===== src/rtl/dcache_tid_allocator.sv =====
// -----------------------------------------------------------------------------
// dcache_tid_allocator
//
// Hands out memory transaction IDs (TIDs) to the write-through data cache
// miss/store path and takes them back when the memory response returns.
// Two requesters share the pool: the load-miss path (index 0) and the store
// path (index 1). They are arbitrated round-robin, and the number of TIDs
// owned by stores is capped at MaxStores so that stores cannot starve loads
// of IDs.
//
// Ports:
//   clk_i          clock
//   rst_ni         asynchronous active-low reset; discards every in-flight TID
//   req_i[1:0]     level request per requester (bit0 load, bit1 store)
//   gnt_o[1:0]     one-hot grant, combinational, same cycle as the request
//   tid_o          allocated TID, valid while |gnt_o
//   free_valid_i   a memory response retires free_tid_i this cycle
//   free_tid_i     TID being retired
//   busy_o         at least one TID in flight
//   full_o         no TID free
//   store_cnt_o    number of store-owned TIDs in flight
//   inflight_cnt_o total number of TIDs in flight
//   err_o          one-cycle pulse after a free of a TID that was not in flight
// -----------------------------------------------------------------------------
module dcache_tid_allocator #(
    parameter int TidWidth  = 4,
    parameter int MaxStores = 7
) (
    input  logic                           clk_i,
    input  logic                           rst_ni,
    input  logic [1:0]                     req_i,
    output logic [1:0]                     gnt_o,
    output logic [TidWidth-1:0]            tid_o,
    input  logic                           free_valid_i,
    input  logic [TidWidth-1:0]            free_tid_i,
    output logic                           busy_o,
    output logic                           full_o,
    output logic [$clog2(MaxStores+1)-1:0] store_cnt_o,
    output logic [TidWidth:0]              inflight_cnt_o,
    output logic                           err_o
);

    localparam int NrTids        = 2 ** TidWidth;
    localparam int StoreCntWidth = $clog2(MaxStores + 1);

    // ------------------------------------------------------------------
    // State
    // ------------------------------------------------------------------
    logic [NrTids-1:0]        used_reg;
    logic [NrTids-1:0]        owner_reg;      // 1 = TID owned by a store
    logic [StoreCntWidth-1:0] store_cnt_reg;
    logic [TidWidth:0]        inflight_cnt_reg;
    logic                     rr_ptr_reg;     // requester preferred on contention
    logic                     err_reg;

    logic [NrTids-1:0]        used_next;
    logic [NrTids-1:0]        owner_next;
    logic [StoreCntWidth-1:0] store_cnt_next;
    logic [TidWidth:0]        inflight_cnt_next;
    logic                     rr_ptr_next;

    // ------------------------------------------------------------------
    // Eligibility and arbitration (registered state only, so a free in
    // this cycle can never unlock a grant in this same cycle).
    // ------------------------------------------------------------------
    logic                full;
    logic                store_room;
    logic                elig0;
    logic                elig1;
    logic                contention;
    logic [1:0]          gnt;
    logic                alloc;
    logic [TidWidth-1:0] alloc_tid;

    assign full       = &used_reg;
    assign store_room = store_cnt_reg < StoreCntWidth'(MaxStores);
    // rst_ni gates the grants so that asserting reset silences gnt_o at once,
    // even while a requester still holds its request line.
    assign elig0      = rst_ni & req_i[0] & ~full;
    assign elig1      = rst_ni & req_i[1] & ~full & store_room;
    assign contention = elig0 & elig1;

    always_comb begin
        gnt = {elig1, elig0};
        if (contention) begin
            gnt = rr_ptr_reg ? 2'b10 : 2'b01;
        end
    end

    assign alloc = |gnt;

    // Lowest-index free TID. Scanning downwards lets the last hit (the
    // lowest index) win without a separate found flag.
    always_comb begin
        alloc_tid = '0;
        for (int i = NrTids - 1; i >= 0; i--) begin
            if (!used_reg[i]) begin
                alloc_tid = i[TidWidth-1:0];
            end
        end
    end

    // ------------------------------------------------------------------
    // Retirement
    // ------------------------------------------------------------------
    logic free_ok;
    logic free_bad;
    logic store_alloc;
    logic store_free;

    assign free_ok     = free_valid_i & used_reg[free_tid_i];
    assign free_bad    = free_valid_i & ~used_reg[free_tid_i];
    assign store_alloc = alloc & gnt[1];
    assign store_free  = free_ok & owner_reg[free_tid_i];

    // Per-TID set/clear strobes. The TID being allocated is free and the
    // TID being retired is in flight, so the two never hit the same entry.
    logic [NrTids-1:0] alloc_hit;
    logic [NrTids-1:0] free_hit;

    for (genvar gi = 0; gi < NrTids; gi++) begin : g_tid
        assign alloc_hit[gi] = alloc   & (alloc_tid  == TidWidth'(gi));
        assign free_hit[gi]  = free_ok & (free_tid_i == TidWidth'(gi));
    end

    assign used_next  = (used_reg | alloc_hit) & ~free_hit;
    assign owner_next = (owner_reg & ~free_hit) | (alloc_hit & {NrTids{gnt[1]}});

    always_comb begin
        inflight_cnt_next = inflight_cnt_reg;
        if (alloc && !free_ok) begin
            inflight_cnt_next = inflight_cnt_reg + (TidWidth+1)'(1);
        end else if (!alloc && free_ok) begin
            inflight_cnt_next = inflight_cnt_reg - (TidWidth+1)'(1);
        end
    end

    always_comb begin
        store_cnt_next = store_cnt_reg;
        if (store_alloc && !store_free) begin
            store_cnt_next = store_cnt_reg + StoreCntWidth'(1);
        end else if (!store_alloc && store_free) begin
            store_cnt_next = store_cnt_reg - StoreCntWidth'(1);
        end
    end

    // The winner of a contended round becomes the loser's turn next time;
    // uncontended grants leave the pointer alone.
    assign rr_ptr_next = contention ? ~rr_ptr_reg : rr_ptr_reg;

    // ------------------------------------------------------------------
    // Registers
    // ------------------------------------------------------------------
    always_ff @(posedge clk_i or negedge rst_ni) begin
        if (!rst_ni) begin
            used_reg         <= '0;
            owner_reg        <= '0;
            store_cnt_reg    <= '0;
            inflight_cnt_reg <= '0;
            rr_ptr_reg       <= 1'b0;
            err_reg          <= 1'b0;
        end else begin
            used_reg         <= used_next;
            owner_reg        <= owner_next;
            store_cnt_reg    <= store_cnt_next;
            inflight_cnt_reg <= inflight_cnt_next;
            rr_ptr_reg       <= rr_ptr_next;
            err_reg          <= free_bad;
        end
    end

    // ------------------------------------------------------------------
    // Outputs
    // ------------------------------------------------------------------
    assign gnt_o          = gnt;
    assign tid_o          = alloc_tid;
    assign busy_o         = |used_reg;
    assign full_o         = full;
    assign store_cnt_o    = store_cnt_reg;
    assign inflight_cnt_o = inflight_cnt_reg;
    assign err_o          = err_reg;

    // ------------------------------------------------------------------
    // Invariants
    // ------------------------------------------------------------------
    a_gnt_onehot : assert property (@(posedge clk_i) disable iff (!rst_ni)
        $onehot0(gnt_o));
    a_gnt_has_req : assert property (@(posedge clk_i) disable iff (!rst_ni)
        (gnt_o & ~req_i) == 2'b00);
    a_inflight_cnt : assert property (@(posedge clk_i) disable iff (!rst_ni)
        int'(inflight_cnt_reg) == $countones(used_reg));
    a_store_cnt : assert property (@(posedge clk_i) disable iff (!rst_ni)
        int'(store_cnt_reg) == $countones(used_reg & owner_reg));
    a_store_cap : assert property (@(posedge clk_i) disable iff (!rst_ni)
        int'(store_cnt_reg) <= MaxStores);

endmodule


===== config.mk =====
export PLATFORM = sky130hd
export DESIGN_NAME = dcache_tid_allocator
export DESIGN_NICKNAME = d
export VERILOG_FILES = /design/src/rtl/dcache_tid_allocator.sv
export SDC_FILE = /design/constraint.sdc
export NUM_CORES = 1
export LEC_CHECK = 0
export CAP_MARGIN = 15
export CORE_ASPECT_RATIO = 0.75
export CORE_UTILIZATION = 30
export CTS_CLUSTER_DIAMETER = 30
export DETAILED_ROUTE_END_ITERATION = 8
export GPL_TIMING_DRIVEN = 0
export PLACE_DENSITY = 0.55
export SYNTH_ARGS = -nofsm -noshare
export SYNTH_HDL_FRONTEND = slang
export SYNTH_SLANG_ARGS = --single-unit

===== constraint.sdc =====
create_clock -name clk_i -period 4.7 [get_ports clk_i]
set_input_delay 0.47 -clock clk_i [delete_from_list [all_inputs] [get_ports clk_i]]
set_output_delay 0.47 -clock clk_i [all_outputs]
set_load 0.01 [all_outputs]

==> summary.md <==
| Metric | Value |
|---|---|
| Number of flops mapped to enable cells by yosys | 0 |
| Status | completed |
| TritonCTS Buffers | 5 |
| Final setup fails | 0 |
| Routed WL | 7390 um |
| Wirelength per Cell | 18.3 um |
| Leak pwr | 0.00135 uW |
| Die ar. | 9370 um2 |
| Final net count | 310 |
| Synth Register Bits | 42 |
| Actual slew at the worst max-slew pin | 0.653 ns |
| Min Hold Slack | 0.0921 ns |
| Max-slew headroom | 0.564 |
| Post-cts hold buffer count | 0 |
| Simple-Gate Fraction of Synth Area | 0.234 |
| Worst Setup SP | free_tid_i[0] |
| Post-synth ARST share | 1.00 |
| Die width | 111 um |
| Main combinational cell family by area after synthesis | simple AND/OR/NAND/NOR gates |
| Worst R2R Start | used_reg[7]$_DFF_PN0_ |
| Synth-to-layout area growth | 20.0% |
| HPWL after DPL | 5640 um |
| Core area | 8600 um2 |
| Clock latency on the worst-skew pair | 0.29 ns |
| Critical path startpoint category | input pin |
| CTS Sinks | 42 |
| Multiplexer share of the synthesized area | 0.0975 |
| Max Used Layer | met4 |
| Fillers | 861 |
| Max Clock Freq | 0.275 GHz |
| Vias in the first global route | 2119 |
| DR vias | 2158 |
| Die height | 84.1 um |
| Syn nets | 278 |
| Pwr Density | 635 nW/um2 |
| Mean area per synthesized cell | 10.3 um2 |
| Layout cell share with drive strength beyond 1 | 0.166 |
| Library cells used by synthesis | 64 |
| Final hold vios | 0 |
| Synth top area share | 0.390 |
| R2R setup slack | 1.44 ns |
| Row count | 29 |
| Post-layout min period | 3.63 ns |
| Gpl congestion | 0.799 |
| Max Cap Viol | 0 |
| Mapped cell area | 2690 um2 |
| Post-Synthesis Cells | 262 |
| Largest cells by area after synthesis | dfrtp_1, nand2_1, mux4_2 |
| Congestion Overflow GR | 0 |
| Drt pass-1 iters | 4 |
| Hold crit path type | input pin to async pin |
| Final Max Slew Viols | 0 |
| Buffer depth of the longest clock path | 2 |
| Tot GR Track Use | 0.170 |
| Arrival time worst endpoint | 3.85 ns |
| Most common cell after layout, fill and taps aside | nand2_1 |
| Met2 routed WL | 3080 um |
| DRC violations left | 0 |
| R2r worst-path depth | 13 |
| Crit share post-route | 0.773 |
| Skew final | 0.00542 ns |
| Worst-path fanout max | 10 |
| Initial Utilization | 0.313 |
| Met3 WL post-DR | 367 um |
| Clock transition at the registers of the reported paths | 0.06 ns |
| Root Buffer | clkbuf_16 |
| Core Util, Final | 0.376 |
| Crit end category | register |
| Largest net degree at the start of global routing | 33 |
| Global-route wire length before repair | 11900 um |
| Adder-cell share of the synthesized area | 0.0381 |
| Io pins | 26 |
| RSZ-0062 raised after global routing | no |
| DR vias/cell | 5.35 |
| I/O Buffers | 24 |
| Most used DFF post-synth | dfrtp_1 |
| Metal1 wirelength | 3870 um |
| Crit Path Class | input pin to register |
| CTS tree | built |
| Max VDD drop | 0.361 mV |
| CP Data Required Time | 4.91 ns |
| Final ANT Viol Nets | 0 |
| Area leader, netlist | dfrtp_1 |
| Synth Area in Compound Gates | 0.175 |
| Synth warn | 0 |
| Antenna Cells | 0 |
| Antenna violations before repair | 0 |
| Cells resized by post-CTS repair | 0 |
| Most frequent cells in the layout | nand2_1, dfrtp_1, clkdlybuf4s50_1, nor2_1, o21ai_0 |
| Initial drt markers | 155 |
| Post-CTS setup buffers | 0 |
| Register area share after synthesis | 0.390 |
| Synth Area in XOR/XNOR | 0.0260 |
| H-tree depth | 2 |
==> layout make-up <==
class / count / area [um2] / area share
timing repair buffer: 25 / 255 / 0.0790
clock inverter: 1 / 5.00 / 0.00155
tap: 108 / 135 / 0.0418
sequential: 42 / 1050 / 0.325
clock buffer: 7 / 143 / 0.0441
multi-input combinational: 201 / 1540 / 0.476
buffer: 11 / 75.1 / 0.0232
inverter: 8 / 30.0 / 0.00929
==> synth_stat cells, types with 2 or more instances <==
cell / number
nand2_1: 47
dfrtp_1: 42
nor2_1: 15
o21ai_0: 11
a21oi_1: 9
a22o_1: 8
inv_1: 7
mux4_2: 7
o21a_1: 7
o2bb2ai_1: 6
ha_1: 5
nand4_1: 5
xor2_1: 5
buf_4: 4
nand2b_1: 4
nor4_1: 4
o21ai_1: 4
a31oi_1: 3
and3_1: 3
and3b_1: 3
mux2i_1: 3
nand3_1: 3
xnor2_1: 3
a211oi_4: 2
and2_1: 2
and4_4: 2
buf_2: 2
buf_6: 2
clkbuf_1: 2
fa_1: 2
mux2_2: 2
mux4_1: 2
nand2b_4: 2
nor3_1: 2
or2_2: 2
or3_1: 2
==> where the power goes <==
| part | internal, uW | leakage (uW) | switching [uW] |
|---|---|---|---|
| Combinational | 486 | 0.000771 | 585 |
| Sequential | 498 | 0.000507 | 130 |
| Clock | 211 | 0.0000739 | 142 |
| Total | 1200 | 0.00135 | 857 |
==> per-layer routing <==
metal	GRT usage	vias to the layer above
li1	-	1032
met1	0.263	1064
met2	0.236	54
met3	0.0349	8
met4	0.0405	0
met5	0	-
==> critical path: stages <==
cell             delay (ns)
clkdlybuf4s50_1        0.58
buf_6                  0.20
mux4_2                 0.53
mux2i_1                0.13
mux2_2                 0.19
nand2b_4               0.14
ha_1                   0.22
inv_1                  0.10
ha_1                   0.32
nor2b_1                0.15
o21a_1                 0.17
or3_1                  0.31
a21oi_1                0.18
xor2_1                 0.15
==> cell families (layout without fill, tap and decap cells) <==
logic type	after synthesis	in the layout
AOI/OAI and AO/OA	61	61
xor gates and xnor gates	8	8
adders and majority gates	7	7
buffers and inverters	19	52
DFF	42	42
muxes	14	14
and+or+nand+nor	111	111
==> through the flow <==
step	setup TNS, ns	cell area [um2]	power [uW]	cells	setup WS [ns]
4_1_cts	0	3230	2070	403	1.03
3_5_place_dp	0	3080	1710	395	0.738
3_3_place_gp	-0.312	3070	1680	394	-0.312
2_1_floorplan	0	2690	1310	262	1.69
6_report	0	3230	2050	403	1.07
5_1_grt	0	3230	2200	403	0.873
==> worst paths after layout <==
kind	end
worst max-delay path	inflight_cnt_o[4]$_DFFE_PN0P_
worst min-delay path	owner_reg[0]$_DFF_PN0_
worst max register to register	inflight_cnt_o[4]$_DFFE_PN0P_
worst min register to register	inflight_cnt_o[4]$_DFFE_PN0P_
max in group asynchronous	used_reg[9]$_DFF_PN0_
min in group clk_i	inflight_cnt_o[4]$_DFFE_PN0P_
(Power assumes the default switching activity.)
